**config.mk**
```make
export PLATFORM = sky130hd
export DESIGN_NAME = mont_mul_lsu
export DESIGN_NICKNAME = d
export VERILOG_FILES = /design/src/rtl/mont_mul_defines.sv /design/src/rtl/lsu_align.sv /design/src/rtl/mont_mul_lsu.sv
export SDC_FILE = /design/constraint.sdc
export NUM_CORES = 1
export LEC_CHECK = 0
export BUFFER_PORTS_ARGS = -buffer_cell sky130_fd_sc_hd__buf_2
export CAP_MARGIN = 25
export CORE_ASPECT_RATIO = 1.5
export CORE_UTILIZATION = 50
export DETAILED_ROUTE_END_ITERATION = 16
export PLACE_DENSITY = 0.75
export REMOVE_ABC_BUFFERS = 1
export SYNTH_ARGS = -nofsm -noshare
export SYNTH_HDL_FRONTEND = slang
export SYNTH_SLANG_ARGS = --single-unit
export TNS_END_PERCENT = 5
```
**constraint.sdc**
```tcl
create_clock -name clk -period 7.72 [get_ports clk]
set_input_delay 0.386 -clock clk [delete_from_list [all_inputs] [get_ports clk]]
set_output_delay 0.386 -clock clk [all_outputs]
set_load 0.02 [all_outputs]
```
**src/rtl/mont_mul_defines.sv**
```systemverilog
// Shared LSU definitions for mont_mul: access sizes, operand selects, FSM states
// and the latched bus-transaction payload.
package mont_mul_defines;

  localparam int unsigned DATA_W = 32;
  localparam int unsigned BE_W   = DATA_W / 8;

  typedef enum logic [1:0] {
    LSU_TYPE_WORD = 2'b00,
    LSU_TYPE_HALF = 2'b01,
    LSU_TYPE_BYTE = 2'b10
  } lsu_type_e;

  typedef enum logic [1:0] {
    OPSEL_A   = 2'd0,
    OPSEL_B   = 2'd1,
    OPSEL_N   = 2'd2,
    OPSEL_RES = 2'd3
  } opsel_e;

  typedef enum logic [1:0] {
    ST_IDLE = 2'd0,
    ST_REQ  = 2'd1,
    ST_WAIT = 2'd2,
    ST_RESP = 2'd3
  } lsu_state_e;

  typedef struct packed {
    logic              we;
    logic [BE_W-1:0]   be;
    logic [DATA_W-1:0] wdata;
    logic [1:0]        lane;
    logic [1:0]        size;
  } lsu_txn_t;

endpackage

```
**src/rtl/lsu_align.sv**
```systemverilog
// Byte-lane steering for a 32-bit data bus: store-side byte enables, write-data
// shift and misalign detect; load-side right-align and zero-extend.
module lsu_align
  import mont_mul_defines::*;
(
  input  logic [1:0]        req_lane,
  input  logic [1:0]        req_size,
  input  logic [DATA_W-1:0] req_wdata,
  output logic [BE_W-1:0]   req_be_c,
  output logic [DATA_W-1:0] req_wdata_c,
  output logic              req_misalign_c,
  input  logic [1:0]        rsp_lane,
  input  logic [1:0]        rsp_size,
  input  logic [DATA_W-1:0] rsp_rdata,
  output logic [DATA_W-1:0] rsp_rdata_c
);

  logic [DATA_W-1:0] rsp_shifted;

  // Unknown size code 2'b11 is handled as a word access.
  always_comb begin
    req_be_c       = '1;
    req_misalign_c = 1'b0;
    case (req_size)
      LSU_TYPE_HALF: begin
        req_be_c       = BE_W'(4'b0011) << req_lane;
        req_misalign_c = req_lane[0];
      end
      LSU_TYPE_BYTE: req_be_c = BE_W'(4'b0001) << req_lane;
      default:       req_misalign_c = (req_lane != 2'b00);
    endcase
  end

  assign req_wdata_c = req_wdata << {req_lane, 3'b000};
  assign rsp_shifted = rsp_rdata >> {rsp_lane, 3'b000};

  always_comb begin
    case (rsp_size)
      LSU_TYPE_HALF: rsp_rdata_c = DATA_W'(rsp_shifted[15:0]);
      LSU_TYPE_BYTE: rsp_rdata_c = DATA_W'(rsp_shifted[7:0]);
      default:       rsp_rdata_c = rsp_rdata;
    endcase
  end

endmodule

```
**src/rtl/mont_mul_lsu.sv**
```systemverilog
// Responder for mont_mul load/store requests: resolves base+offset addresses and
// runs one req/gnt/rvalid data-bus transaction per request, with timeout.
module mont_mul_lsu
  import mont_mul_defines::*;
#(
  parameter int unsigned ADDR_W      = 32,
  parameter int unsigned REQ_TIMEOUT = 255
) (
  input  logic              clk,
  input  logic              rst,
  input  logic              cfg_we,
  input  logic [1:0]        cfg_sel,
  input  logic [31:0]       cfg_wdata,
  input  logic              lsu_ren,
  input  logic              lsu_wen,
  input  logic [1:0]        lsu_type,
  input  logic [31:0]       lsu_addr_offset,
  input  logic [1:0]        op_address_sel,
  input  logic [31:0]       lsu_wdata,
  output logic              lsu_done,
  output logic [31:0]       lsu_rdata,
  output logic              lsu_err,
  output logic              data_req,
  output logic [ADDR_W-1:0] data_addr,
  output logic              data_we,
  output logic [3:0]        data_be,
  output logic [31:0]       data_wdata,
  input  logic              data_gnt,
  input  logic              data_rvalid,
  input  logic [31:0]       data_rdata
);

  localparam int unsigned      TMO_W    = 32;
  localparam logic [TMO_W-1:0] TMO_LAST = TMO_W'(REQ_TIMEOUT - 1);

  lsu_state_e        state_q, state_d;
  logic [DATA_W-1:0] base_q [4];
  logic [ADDR_W-1:0] addr_q, addr_d, req_addr;
  lsu_txn_t          txn_q, txn_d;
  logic [TMO_W-1:0]  tmo_q, tmo_d;
  logic [DATA_W-1:0] rdata_q, rdata_d;
  logic              err_q, err_d, done_q, req_q;
  logic              tmo_hit;
  logic [BE_W-1:0]   be_c;
  logic [DATA_W-1:0] wdata_sh_c, rdata_ext_c;
  logic              misalign_c;

  assign req_addr = ADDR_W'(base_q[op_address_sel]) + ADDR_W'(lsu_addr_offset);
  assign tmo_hit  = (REQ_TIMEOUT != 0) && (tmo_q == TMO_LAST);

  lsu_align u_align (
    .req_lane       (req_addr[1:0]),
    .req_size       (lsu_type),
    .req_wdata      (lsu_wdata),
    .req_be_c       (be_c),
    .req_wdata_c    (wdata_sh_c),
    .req_misalign_c (misalign_c),
    .rsp_lane       (txn_q.lane),
    .rsp_size       (txn_q.size),
    .rsp_rdata      (data_rdata),
    .rsp_rdata_c    (rdata_ext_c)
  );

  always_ff @(posedge clk or posedge rst) begin
    if (rst) begin
      for (int i = 0; i < 4; i++) base_q[i] <= '0;
    end else if (cfg_we) begin
      base_q[cfg_sel] <= cfg_wdata;
    end
  end

  always_comb begin
    state_d = state_q;
    addr_d  = addr_q;
    txn_d   = txn_q;
    tmo_d   = '0;
    rdata_d = rdata_q;
    err_d   = 1'b0;
    case (state_q)
      ST_IDLE: begin
        if (lsu_ren || lsu_wen) begin
          if (misalign_c) begin
            state_d = ST_RESP;
            err_d   = 1'b1;
            rdata_d = '0;
          end else begin
            state_d     = ST_REQ;
            addr_d      = {req_addr[ADDR_W-1:2], 2'b00};
            txn_d.we    = lsu_wen;
            txn_d.be    = be_c;
            txn_d.wdata = wdata_sh_c;
            txn_d.lane  = req_addr[1:0];
            txn_d.size  = lsu_type;
          end
        end
      end
      ST_REQ: begin
        tmo_d = tmo_q + 1'b1;
        if (data_gnt) begin
          state_d = ST_WAIT;
          tmo_d   = '0;
        end else if (tmo_hit) begin
          state_d = ST_RESP;
          tmo_d   = '0;
          err_d   = 1'b1;
          rdata_d = '0;
        end
      end
      ST_WAIT: begin
        tmo_d = tmo_q + 1'b1;
        // A response in the timeout cycle still completes the access.
        if (data_rvalid) begin
          state_d = ST_RESP;
          tmo_d   = '0;
          rdata_d = rdata_ext_c;
        end else if (tmo_hit) begin
          state_d = ST_RESP;
          tmo_d   = '0;
          err_d   = 1'b1;
          rdata_d = '0;
        end
      end
      default: state_d = ST_IDLE;
    endcase
  end

  always_ff @(posedge clk or posedge rst) begin
    if (rst) begin
      state_q <= ST_IDLE;
      addr_q  <= '0;
      txn_q   <= '0;
      tmo_q   <= '0;
      rdata_q <= '0;
      err_q   <= 1'b0;
      done_q  <= 1'b0;
      req_q   <= 1'b0;
    end else begin
      state_q <= state_d;
      addr_q  <= addr_d;
      txn_q   <= txn_d;
      tmo_q   <= tmo_d;
      rdata_q <= rdata_d;
      err_q   <= err_d;
      done_q  <= (state_d == ST_RESP);
      req_q   <= (state_d == ST_REQ);
    end
  end

  assign lsu_done   = done_q;
  assign lsu_rdata  = rdata_q;
  assign lsu_err    = err_q;
  assign data_req   = req_q;
  assign data_addr  = addr_q;
  assign data_we    = txn_q.we;
  assign data_be    = txn_q.be;
  assign data_wdata = txn_q.wdata;

endmodule

```
# Word-level counts from Yosys, hierarchy flattened

Index checks and enable logic that the tools add are counted.

Register bits after elaboration: 268
ROM bits: 0
Output and inout port bits: 104
Word-level logic and storage cells: 78
Memories kept: 0
RAM bits: 0
Latch bits: 0

Order comparisons: 3
Multiplexer cells: 31
Add/sub/neg operators: 2
Divide/modulo/power cells: 0
Reduce and logical (&&, ||, !) cells: 7
Bitwise operators: 3
Shifts and indexed selects: 4
$mul: 0
Eq/ne operators: 12

Operators with widths:

| kind                                                       | number |
|---|---|
| two-way mux 32 bit                                         | 11 |
| bitwise mux 128 bit                                        | 1 |
| case mux 32 bit (2 select lines)                           | 2 |
| case mux 32 bit (3 select lines)                           | 1 |
| binary-select mux 32 bit (select 2 bit)                    | 1 |
| demux 32 bit (select 2 bit)                                | 1 |
| adder 32 x 1 -> 32 bit, second input constant              | 1 |
| adder 32 bit                                               | 1 |
| equality test 32 x 8 -> 1 bit, second input constant       | 1 |
| left shift 32 x 5 -> 32 bit                                | 1 |
| right shift 32 x 5 -> 16 bit                               | 1 |
| two-way mux 2 bit                                          | 5 |
| equality test 2 x 1 -> 1 bit, second input constant        | 4 |
| equality test 2 bit, second input constant                 | 4 |
| case mux 4 bit (2 select lines)                            | 1 |
| >= comparator 3 bit, second input constant                 | 2 |
| != test 2 bit, second input constant                       | 3 |
| NOT 2 -> 3 bit                                             | 2 |
| case mux 2 bit (3 select lines)                            | 1 |
| two-way mux 1 bit                                          | 5 |
| AND reduction 4 bit                                        | 1 |
| left shift 1 x 2 -> 4 bit, first input constant            | 1 |
| left shift 2 x 2 -> 4 bit, first input constant            | 1 |
| less-than comparator 3 x 1 -> 1 bit, second input constant | 1 |
| 9 further kinds                                            | 9 |

# Longest topological paths before layout

Gate-level depths: netlist (run 1).

Depth in word-level cells: 11
Depth in mapped cells: 14

# Cells and area by module

A second synthesis (run 1) with hierarchy kept.

Cell total of the unflattened synthesis: 1469
Area total of the unflattened synthesis: 15010.6 um^2

Modules (own cells, without submodules):

| module       | times used | cells each | area an instance (um^2) |
|---|---|---|---|
| mont_mul_lsu | 1          | 1255       | 13594.3 |
| lsu_align    | 1          | 214        | 1416.4 |

# Least setup slack after synthesis (run 1)

OpenSTA, ideal clock, no wires.

Path kind: input -> register
Start point: input port op_address_sel[0]
End point: register rdata_q[19], in the netlist lsu_rdata[19]
Setup time: 0.121 ns
Arrival: 3.322 ns
Path buffers: 3
Stages on the path: 13
Path slack: 4.277 ns
Path through: clkbuf_1 > buf_2 > mux4_2 > ha_1 > inv_1 > fa_1 > inv_1 > a21oi_1 > and2_1 > a221oi_4 > o221ai_2 > buf_2 > a22o_1

Word-level cells in the longest chain between the ends: 9

RTL lines:

| element                                                  | line                | text |
|---|---|---|
| start, declared                                          | mont_mul_lsu.sv:18  | `input logic [1:0] op_address_sel,` |
| NOT 2 -> 3 bit (implied by the code) *                   | mont_mul_lsu.sv:48  | `assign req_addr = ADDR_W'(base_q[op_address_sel]) + ADDR_W'(lsu_addr_offset);` |
| binary-select mux 32 bit (select 2 bit) *                | mont_mul_lsu.sv:48  |  |
| two-way mux 32 bit (implied by the code) * (2 in series) | mont_mul_lsu.sv:48  |  |
| adder 32 bit *                                           | mont_mul_lsu.sv:48  |  |
| nonzero test 2 bit                                       | lsu_align.sv:30     | `default: req_misalign_c = (req_lane != 2'b00);` |
| case mux 1 bit (2 select lines) *                        | lsu_align.sv:24     | `case (req_size)` |
| != test 2 bit (no line) *                                | n/a                 |  |
| AND reduction 4 bit (no line) *                          | n/a                 |  |
| end signal, assigned                                     | mont_mul_lsu.sv:142 | `rdata_q <= rdata_d;` |
| end, declared                                            | mont_mul_lsu.sv:41  | `logic [DATA_W-1:0] rdata_q, rdata_d;` |

Mark *: on every way between the ends. The rest lies on a longest branch, timed or not. The select of a mux whose other input is x is not followed.
A chain may end at the register's enable or synchronous reset.

# Worst setup path in the final report (run 1)

Start point: input port op_address_sel[0]
End point: register addr_q[25], in the netlist data_addr[25]

Word-level cells in the longest chain between the ends: 9

RTL lines:

| element                                                  | line                | text |
|---|---|---|
| NOT 2 -> 3 bit (implied by the code) *                   | mont_mul_lsu.sv:48  |  |
| binary-select mux 32 bit (select 2 bit) *                | mont_mul_lsu.sv:48  |  |
| two-way mux 32 bit (implied by the code) * (2 in series) | mont_mul_lsu.sv:48  |  |
| adder 32 bit *                                           | mont_mul_lsu.sv:48  |  |
| nonzero test 2 bit                                       | lsu_align.sv:30     |  |
| case mux 1 bit (2 select lines)                          | lsu_align.sv:24     |  |
| NOT 1 bit (no line)                                      | n/a                 |  |
| AND reduction 3 bit (no line)                            | n/a                 |  |
| end signal, assigned                                     | mont_mul_lsu.sv:139 | `addr_q <= addr_d;` |
| end, declared                                            | mont_mul_lsu.sv:38  | `logic [ADDR_W-1:0] addr_q, addr_d, req_addr;` |

Marked as above.

==> impl_metrics.json, run 1 <==
{
  "critical_path.startpoint_type": "input port",
  "irDropWorstVdd_mv": 0.222,
  "synth_area_per_cell_um2": 11.1,
  "clk_pin_slew_ns": 0.07,
  "critical-path-top-delay-family": "buffers and inverters",
  "cts.sinks": 268,
  "timing.max_slew.rel_slack": 0.375,
  "crit_cells": 14,
  "antenna_violating_nets_post_route": 0,
  "tritoncts": "done",
  "vias": 10413,
  "ys_warn_count": 0,
  "critPathRequiredTime_ns": 8.12,
  "p_comb_frac": 0.396,
  "rsz_0062_raised_after_global_routing": "false",
  "worst_ep_arrival_time_ns": 4.64,
  "yosys-top-cells-area": "sky130_fd_sc_hd__dfrtp_1, sky130_fd_sc_hd__mux2_2, sky130_fd_sc_hd__mux4_2, sky130_fd_sc_hd__ha_1, sky130_fd_sc_hd__nand2_1",
  "sequentialPowerShare": 0.369,
  "hold_class": "in2async",
  "grt_first_pass_wirelength_um": 55400,
  "timing.critical_path.fanout_max": 82,
  "chipHeight_um": 208,
  "netlist_area_um2": 14100,
  "r2r_start": "base_q[0]",
  "post_cts.repair.setup_buffers": 0,
  "mostFrequentLayoutCell": "sky130_fd_sc_hd__dfrtp_1",
  "syn_to_final_growth_pct": 15.0,
  "worst-slew-pin-transition_ns": 0.937,
  "fmax_mhz": 236,
  "worst_path_most_repeated_cell": "sky130_fd_sc_hd__buf_4",
  "drive_gt1_frac": 0.347,
  "via_count_of_the_first_global_routing_pass": 10644,
  "intPower_mw": 3.35,
  "hold_viol_final": 0,
  "holdBufCountCts": 0,
  "path_class": "in2reg",
  "power.net_switching_mw": 2.10,
  "register_to_register_setup_slack_ns": 3.70,
  "crit-reg2reg-capture": "data_addr[25]",
  "cts.root.buffer_cell": "sky130_fd_sc_hd__clkbuf_16",
  "place_congestion": 0.893,
  "netlist-cell-type-count": 71,
  "initial_core_util": 0.507,
  "drt_first_iter_violations": 410,
  "finalNonFillerCells": 1832,
  "final.hold.worst_slack_ns": 0.00824,
  "timing.final.crit_share": 0.550,
  "path_buf_inv": 6,
  "cts_repair_resize_count": 0,
  "die_x_um": 139,
  "place_worst_setup_slack_ns": 2.79,
  "post_synth_fa_ha_maj_area_fraction": 0.0377,
  "num_rows": 75,
  "critical-path-max-stage-delay_ns": 0.61,
  "min_period_ns": 4.24,
  "gr_usage_total": 0.240,
  "synth_top_family_by_area": "multiplexers",
  "cts-root-to-sink-buffers": 3,
  "yosys.area_share.xor_xnor": 0.0341,
  "floorplan.die_area_um2": 29000,
  "final_cell_mix": "sky130_fd_sc_hd__dfrtp_1, sky130_fd_sc_hd__buf_2, sky130_fd_sc_hd__mux2_2",
  "drv_cap": 0,
  "synth_largest_area_cell": "sky130_fd_sc_hd__dfrtp_1",
  "viasPerCell": 5.68,
  "fin_worst_skew_ns": 0.0115,
  "ys_seq_elements": 268,
  "synth_largest_type_area_fraction": 0.474,
  "synth_simple_gate_area_frac": 0.105,
  "fillerInstances": 2350,
  "run_status": "complete, no violations",
  "setup_ws_ns": 3.48,
  "dp_hpwl_um": 24800,
  "timing.reg2reg.worst_path_depth": 12,
  "worst_path_max_delay_cell": "sky130_fd_sc_hd__nand2b_4",
  "sw_frac_of_total": 0.385,
  "synth-edff-count": 0,
  "drv_slew": 0,
  "worstPathCellList": "buf_2, buf_4, mux4_2, ha_1, inv_1, fa_1, buf_4, inv_1, a21oi_1, nand2b_4, buf_4, nor3b_1, mux2i_1, o311ai_0",
  "number_of_antenna_violations_at_the_first_check_in_global_routing": 5,
  "routedWlPerCell_um": 18.6,
  "post_synth_inst_count": 1278,
  "numCtsBuffers": 26,
  "clk_latency_ns": 0.54,
  "clockPowerShare": 0.235,
  "residual_overflow_from_global_routing": 0,
  "portBuffers": 242,
  "io_pins": 245,
  "grt_start_max_net_pins": 116,
  "static-leakage-power_nw": 7.50,
  "power_per_cell_area_nw_per_um2": 335,
  "post-place-cells": 1781,
  "critical_path.endpoint_type": "flip-flop",
  "synth-seq-area-share": 0.474,
  "ys.flop_type": "sky130_fd_sc_hd__dfrtp_1",
  "cp-startpoint": "op_address_sel[0]",
  "count_of_nets_after_finishing": 1649,
  "synth-compound-area-share": 0.116,
  "drt_pass1_iterations": 5,
  "drc_errors": 0,
  "setup_viol_count_final": 0,
  "crit_end": "data_addr[25]",
  "synth.mux.area_fraction": 0.188,
  "async_reset_ff_frac": 1.00,
  "routed_wirelength_um": 34200,
  "core_area_um2": 27900,
  "cts.htree.levels": 1
}
[cell usage after synthesis, drive strengths merged (2+ instances only)]
| cell type | count |
|---|---|
| a2111oi | 2 |
| a211oi | 3 |
| a21o | 6 |
| a21oi | 78 |
| a221oi | 2 |
| a22o | 17 |
| a22oi | 16 |
| a31oi | 6 |
| and2 | 6 |
| and3 | 10 |
| and4 | 2 |
| buf | 62 |
| clkbuf | 37 |
| dfrtp | 268 |
| ha | 41 |
| inv | 24 |
| mux2 | 154 |
| mux2i | 20 |
| mux4 | 32 |
| nand2 | 128 |
| nand2b | 6 |
| nand3 | 22 |
| nand3b | 2 |
| nand4 | 14 |
| nor2 | 100 |
| nor2b | 6 |
| nor3 | 6 |
| nor3b | 4 |
| nor4 | 5 |
| nor4b | 2 |
| o211ai | 5 |
| o21a | 6 |
| o21ai | 96 |
| o21bai | 5 |
| o221ai | 2 |
| o22ai | 2 |
| o31ai | 9 |
| or2 | 2 |
| or3 | 4 |
| xnor2 | 21 |
| xor2 | 34 |
[layer usage]
metal / up-vias / routed length, µm / share of wire / track usage
li1: 4911 / - / - / -
met1: 5105 / 13100 / 0.38 / 0.281
met2: 308 / 17700 / 0.52 / 0.431
met3: 87 / 1820 / 0.053 / 0.0341
met4: 2 / 1430 / 0.042 / 0.113
met5: - / 13 / 0.00038 / 0
[flip-flops by register name, indices dropped and copies added, names as in the netlist, 2 cells and up]
signal	cells
lsu_rdata	32
tmo_q	32
data_be	4
data_wdata	32
txn_q	4
state_q	2
base_q	128
data_addr	30
[stage by stage]
step,TNS [ns],util,power [mW],instance area [µm²]
floorplan,-12.85,-,3.47,13600
global placement,0,0.551,4.10,15400
detailed placement,0,0.551,4.18,15400
CTS,0,0.582,5.47,16200
global route,0,0.583,5.77,16300
finish,0,0.583,5.45,16300
[cells by family (layout without fill, tap and decap cells)]
logic type,count (synthesis),after routing
adder cells (fa/ha/maj),42,42
buffers and inverters,123,326
AND/OR/NAND/NOR,322,322
other,1,6
AO/OA/AOI/OAI,261,261
flip-flops,268,268
multiplexers,206,206
XOR/XNOR,55,55
[power groups by stage]
stage | clock, mW | sequential, mW | combinational, mW
after floorplan | 0 | 2.24 | 1.23
after global placement | 0 | 2.01 | 2.09
after detailed placement | 0 | 2.03 | 2.14
after CTS | 1.31 | 2.01 | 2.15
after global routing | 1.36 | 2.06 | 2.36
final | 1.28 | 2.01 | 2.16
[area by class of cell]
class                   instances  area, µm²  share of cell area
inverters                      24       97.6             0.00600
diodes                          4       10.0            0.000616
clock inverters                 8       95.1             0.00585
repair buffers                258       1360              0.0834
well taps                     346        433              0.0266
clock buffers                  36        749              0.0461
flip-flops and latches        268       6710               0.412
multi-input cells             888       6810               0.419
[worst min-delay path by stage]
stage | startpoint | endpoint | slack, ns | cells past startpoint
CTS | rst | tmo_q[11] | 0.04 | 2
global placement | data_addr[16] | data_addr[16] | 0.46 | 2
finish | rst | tmo_q[4] | 0.008 | 2
global route | rst | tmo_q[6] | 0.07 | 2
detailed placement | lsu_rdata[14] | lsu_rdata[14] | 0.47 | 2
floorplan | tmo_q[0] | tmo_q[0] | 0.47 | 1
(Power assumes the default switching activity.)
==> inputs of run 2 (changes only) <==
--- a/config.mk
+++ b/config.mk
@@ -10,7 +10,7 @@
 export CORE_ASPECT_RATIO = 1.5
 export CORE_UTILIZATION = 50
 export DETAILED_ROUTE_END_ITERATION = 16
-export PLACE_DENSITY = 0.75
+export PLACE_DENSITY = 0.72
 export REMOVE_ABC_BUFFERS = 1
 export SYNTH_ARGS = -nofsm -noshare
 export SYNTH_HDL_FRONTEND = slang
==> constraint.sdc (replaced) <==
create_clock -name clk -period 4 [get_ports clk]
set_input_delay 0.2 -clock clk [delete_from_list [all_inputs] [get_ports clk]]
set_output_delay 0.2 -clock clk [all_outputs]
set_load 0.02 [all_outputs]
==> run 2 against run 1 <==
Against the previous run:
- critical path depth shrank 3
- combinational power up 100%
- clock-buffer cell count up 5
- critical path type is now reg2reg
==> impl_metrics.json, run 2 (same netlist as run 1, synthesis figures left out) <==
{
  "run_status": "complete, no violations",
  "cp-startpoint": "base_q[0]",
  "core_area_um2": 27900,
  "clk_pin_slew_ns": 0.07,
  "cts.sinks": 268,
  "tritoncts": "done",
  "place_congestion": 0.881,
  "final_core_util": 0.615,
  "largest_reg_flops": 128,
  "routed_wirelength_um": 35700,
  "worst-slew-pin-transition_ns": 1.08,
  "residual_overflow_from_global_routing": 0,
  "vias": 10819,
  "timing.critical_path.fanout_max": 16,
  "final_standard_cell_area_without_fillers_um2": 17100,
  "fillerInstances": 2242,
  "initial_core_util": 0.507,
  "wl_met3_um": 1850,
  "hold_viol_final": 0,
  "portBuffers": 242,
  "cts.htree.levels": 1,
  "count_of_nets_after_finishing": 1731,
  "setup_viol_count_final": 0,
  "timing.max_slew.rel_slack": 0.278,
  "min_period_ns": 3.33,
  "rsz_0062_raised_after_global_routing": "false",
  "place_area_um2": 15500,
  "critPathRequiredTime_ns": 4.47,
  "via_count_of_the_first_global_routing_pass": 11288,
  "cts-root-to-sink-buffers": 3,
  "irDropWorstVdd_mv": 0.386,
  "cts.root.buffer_cell": "sky130_fd_sc_hd__clkbuf_16",
  "register_area_um2": 6710,
  "final_cell_mix": "sky130_fd_sc_hd__dfrtp_1, sky130_fd_sc_hd__buf_2, sky130_fd_sc_hd__mux2_2",
  "worst_ep_arrival_time_ns": 3.80,
  "viasPerCell": 5.65,
  "critical_path.startpoint_type": "flip-flop",
  "finalSetupTns_ns": 0,
  "grt_start_max_net_pins": 98,
  "max_flop_register": "base_q",
  "routedLengthMet1_um": 13500,
  "io_pins": 245,
  "antenna_violating_nets_post_route": 0,
  "hold_class": "in2reg",
  "numCtsBuffers": 27,
  "timing.final.crit_share": 0.833,
  "syn_to_final_growth_pct": 21.2,
  "chipHeight_um": 208,
  "power_per_cell_area_nw_per_um2": 626,
  "drive_gt1_frac": 0.330,
  "drv_slew": 0,
  "floorplan.die_area_um2": 29000,
  "path_class": "reg2reg",
  "gr_usage_total": 0.252,
  "critical_path.endpoint_type": "flip-flop",
  "worstHoldStart": "lsu_addr_offset[31]",
  "post_cts.repair.setup_buffers": 0,
  "fmax_mhz": 300,
  "clk_latency_ns": 0.54,
  "num_rows": 75,
  "routedWlPerCell_um": 18.6,
  "drv_cap": 0,
  "cts_repair_resize_count": 0,
  "r2r_start": "base_q[0]",
  "die_x_um": 139,
  "drt_first_iter_violations": 418,
  "number_of_antenna_violations_at_the_first_check_in_global_routing": 3,
  "fin_worst_skew_ns": 0.0109,
  "drc_errors": 0,
  "post-place-cells": 1787,
  "uppermost_signal_routing_layer_after_detailed_routing": "met4",
  "multiInputGateArea_um2": 6810,
  "grt_first_pass_wirelength_um": 58200,
  "drt_pass1_iterations": 5,
  "mostFrequentLayoutCell": "sky130_fd_sc_hd__dfrtp_1",
  "route.met2.wl_um": 18800,
  "finalNonFillerCells": 1914,
  "static-leakage-power_nw": 7.86,
  "dp_hpwl_um": 25700
}
run 2: cell count changes in the layout (fill, tap and decap cells not counted), sizes merged:
cell | before | now
clkinv | 4 | 2
diode | 4 | 2
dlygate4sd3 | 0 | 78
clkbuf | 37 | 41
buf | 257 | 261
run 2: power by group:
part,leakage (nW),internal [mW],switching (mW)
Sequential,3.36,3.43,0.420
Clock,0.422,1.48,1.05
Combinational,4.08,1.71,2.64
Total,7.86,6.61,4.12
run 2: final cells by class:
type | instances | share of cell area
Antenna cell | 2 | 0.000292
Clock buffer | 41 | 0.0460
Clock inverter | 6 | 0.00497
Inverter | 24 | 0.00570
Multi-Input combinational cell | 888 | 0.398
Sequential cell | 268 | 0.391
Tap cell | 346 | 0.0253
Timing Repair Buffer | 339 | 0.129
run 2: stage by stage:
step	setup WS [ns]	power [mW]	hold slack [ns]
after global placement	0.307	8.03	0.312
final	0.667	10.7	0.0654
after global routing	0.468	11.4	0.0765
after detailed placement	0.271	8.15	0.318
after floorplan	-3.58	6.70	0.333
after CTS	0.691	10.8	0.0513
run 2: metal layers:
layer | global-route usage | vias to the layer above
met3 | 0.0343 | 97
met2 | 0.464 | 362
met1 | 0.285 | 5292
li1 | - | 5068
met5 | 0 | -
met4 | 0.121 | 0
run 2: final timing paths:
check                                      to  slack (ns)  cells past startpoint
worst max-delay path            lsu_rdata[30]        0.67                     11
worst min-delay path            data_addr[31]        0.07                      4
worst max register to register  lsu_rdata[30]        0.67                     11
worst min register to register  data_addr[27]        0.47                      2
max in group asynchronous       lsu_rdata[27]        2.80                      4
min in group asynchronous        data_addr[4]        0.28                      3
run 2: timing repair:
item | CTS | global route
endpoints found under the hold margin | 259 | 0
hold buffers | 78 | 0
setup endpoints to repair | 0 | 0
run 2: worst max-delay path: stages (launching register included):
cell	delay, ns
sky130_fd_sc_hd__dfrtp_1	0.38
sky130_fd_sc_hd__mux4_2	0.52
sky130_fd_sc_hd__ha_1	0.24
sky130_fd_sc_hd__inv_1	0.07
sky130_fd_sc_hd__fa_1	0.43
sky130_fd_sc_hd__inv_1	0.11
sky130_fd_sc_hd__a21oi_1	0.13
sky130_fd_sc_hd__and2_1	0.24
sky130_fd_sc_hd__a221oi_4	0.27
sky130_fd_sc_hd__nand4_4	0.25
sky130_fd_sc_hd__nor2_4	0.40
sky130_fd_sc_hd__a22o_1	0.22
==> inputs of run 3 (changes only) <==
--- a/config.mk
+++ b/config.mk
@@ -10,7 +10,7 @@
 export CORE_ASPECT_RATIO = 1.5
 export CORE_UTILIZATION = 50
 export DETAILED_ROUTE_END_ITERATION = 16
-export PLACE_DENSITY = 0.72
+export PLACE_DENSITY = 0.75
 export REMOVE_ABC_BUFFERS = 1
 export SYNTH_ARGS = -nofsm -noshare
 export SYNTH_HDL_FRONTEND = slang
==> constraint.sdc (replaced) <==
create_clock -name clk -period 3.05 [get_ports clk]
set_input_delay 0.1525 -clock clk [delete_from_list [all_inputs] [get_ports clk]]
set_output_delay 0.1525 -clock clk [all_outputs]
set_load 0.02 [all_outputs]
==> run 3 against run 2 <==
Against the previous run:
- cell area increased by 5.8%
- register-to-register slack got worse by 0.65 ns
- sequential cell count unchanged
- global-route usage increased by 1.2 points
- fmax increased by 9.7%
- setup slack got worse by 0.65 ns
- die area unchanged
- via count increased by 6.0%
- non-clock buffer count increased by 123
==> impl_metrics.json, run 3 (same netlist as run 1, synthesis figures left out) <==
{
  "drt_first_iter_violations": 496,
  "finalSetupTns_ns": 0,
  "cts-root-to-sink-buffers": 3,
  "die_x_um": 139,
  "routedWlPerCell_um": 18.9,
  "drt_pass1_iterations": 5,
  "grt_start_max_net_pins": 107,
  "fmax_mhz": 329,
  "timing.critical_path.fanout_max": 8,
  "place_congestion": 0.867,
  "syn_to_final_growth_pct": 28.3,
  "timing.reg2reg.worst_path_depth": 11,
  "core_area_um2": 27900,
  "worst_ep_arrival_time_ns": 3.46,
  "count_of_nets_after_finishing": 1854,
  "initial_core_util": 0.507,
  "gr_usage_total": 0.264,
  "antenna_violating_nets_post_route": 0,
  "path_class": "reg2reg",
  "rsz_0062_raised_after_global_routing": "true",
  "clk_latency_ns": 0.55,
  "final_cell_mix": "sky130_fd_sc_hd__dfrtp_1, sky130_fd_sc_hd__buf_2, sky130_fd_sc_hd__mux2_2",
  "critical-path-max-stage-delay_ns": 0.53,
  "critical_path.endpoint_type": "flip-flop",
  "cts.htree.levels": 1,
  "floorplan.die_area_um2": 29000,
  "critPathRequiredTime_ns": 3.48,
  "grt_first_pass_wirelength_um": 61100,
  "mostFrequentLayoutCell": "sky130_fd_sc_hd__dfrtp_1",
  "drv_slew": 0,
  "portBuffers": 242,
  "irDropWorstVdd_mv": 0.480,
  "hold_class": "in2reg",
  "drv_cap": 0,
  "power_per_cell_area_nw_per_um2": 821,
  "worst_path_max_delay_cell": "sky130_fd_sc_hd__mux4_2",
  "worst-slew-pin-transition_ns": 0.770,
  "clk_pin_slew_ns": 0.07,
  "tritoncts": "done",
  "via_count_of_the_first_global_routing_pass": 12146,
  "chipHeight_um": 208,
  "run_status": "complete, no violations",
  "number_of_antenna_violations_at_the_first_check_in_global_routing": 0,
  "largest_reg_flops": 128,
  "residual_overflow_from_global_routing": 0,
  "min_period_ns": 3.04,
  "setup_viol_count_final": 0,
  "dp_hpwl_um": 27300,
  "worst_path_most_repeated_cell": "sky130_fd_sc_hd__inv_2",
  "worstPathCellList": "mux4_2, ha_4, inv_2, fa_2, inv_2, a21oi_2, and2_4, a221oi_4, o221ai_4, clkbuf_16, a22o_1",
  "max_flop_register": "base_q",
  "cts.sinks": 268,
  "hold_viol_final": 0,
  "critical_path.startpoint_type": "flip-flop",
  "final_standard_cell_area_without_fillers_um2": 18100,
  "drive_gt1_frac": 0.387,
  "hold_depth": 4,
  "routed_wirelength_um": 38400,
  "place_area_um2": 16400,
  "timing.final.crit_share": 0.996,
  "numCtsBuffers": 27,
  "fin_worst_skew_ns": 0.0159,
  "io_pins": 245,
  "static-leakage-power_nw": 8.46,
  "diodes": 0,
  "vias": 11464,
  "viasPerCell": 5.64,
  "drc_errors": 0,
  "timing.max_slew.rel_slack": 0.487,
  "cts.root.buffer_cell": "sky130_fd_sc_hd__clkbuf_16",
  "num_rows": 75
}
[run 3: critical path, delay by kind of cell, from the launching register on]
kind,cells,cell delay [ns]
AND/OR/NAND/NOR,1,0.17
multiplexers,1,0.53
buffers and inverters,3,0.37
AO/OA/AOI/OAI,4,0.80
flip-flops,1,0.38
adder cells (fa/ha/maj),2,0.66
[run 3: power by group]
part	switching [mW]	total, mW	leakage (nW)	internal, mW
clock network	1.40	3.19	0.404	1.79
registers	0.569	5.06	3.36	4.49
logic	3.76	6.65	4.69	2.89
[run 3: area by class of cell]
class                           instances  area (µm²)
Sequential cell                       268        6710
Clock inverter                         10        91.3
Inverter                               24        97.6
Clock buffer                           36         739
Multi-Input combinational cell        888        6880
Tap cell                              346         433
Timing Repair Buffer                  462        3190
Fill cell                            2101        9730
[run 3: routing by layer]
metal	wire length (µm)	vias to the layer above	global-route usage
li1	-	5303	-
met1	14000	5622	0.288
met2	20200	413	0.496
met3	2090	126	0.0338
met4	2010	0	0.136
met5	0	-	0
[run 3: worst paths after layout]
kind	from	end	slack, ns
max	base_q[0]	lsu_rdata[24]	0.01
min	lsu_wdata[27]	data_wdata[27]	0.04
max reg2reg	base_q[0]	lsu_rdata[24]	0.01
min reg2reg	data_addr[3]	data_addr[3]	0.47
max in group asynchronous	rst	base_q[11]	1.92
min in group asynchronous	rst	state_q[0]	0.32
[run 3: timing repair]
item                       in CTS  in global routing
gates resized for setup         2                 24
hold buffers                   78                  0
hold endpoints to repair      283                  0
buffers inserted                0                  1
setup endpoints to repair       8                 38
gates cloned                    0                  2
pin swaps                       0                 12
[run 3: per-stage QoR]
step	util	cells	worst slack, ns	power, mW	hold slack [ns]
floorplan	-	1180	-4.48	8.79	0.285
global placement	0.589	1907	-0.227	11.1	0.355
detailed placement	0.589	1907	-0.281	11.3	0.366
CTS	0.647	2031	0.00228	14.6	0.0249
global route	0.651	2034	-0.0690	15.7	0.0621
finish	0.651	2034	0.0129	14.9	0.0433
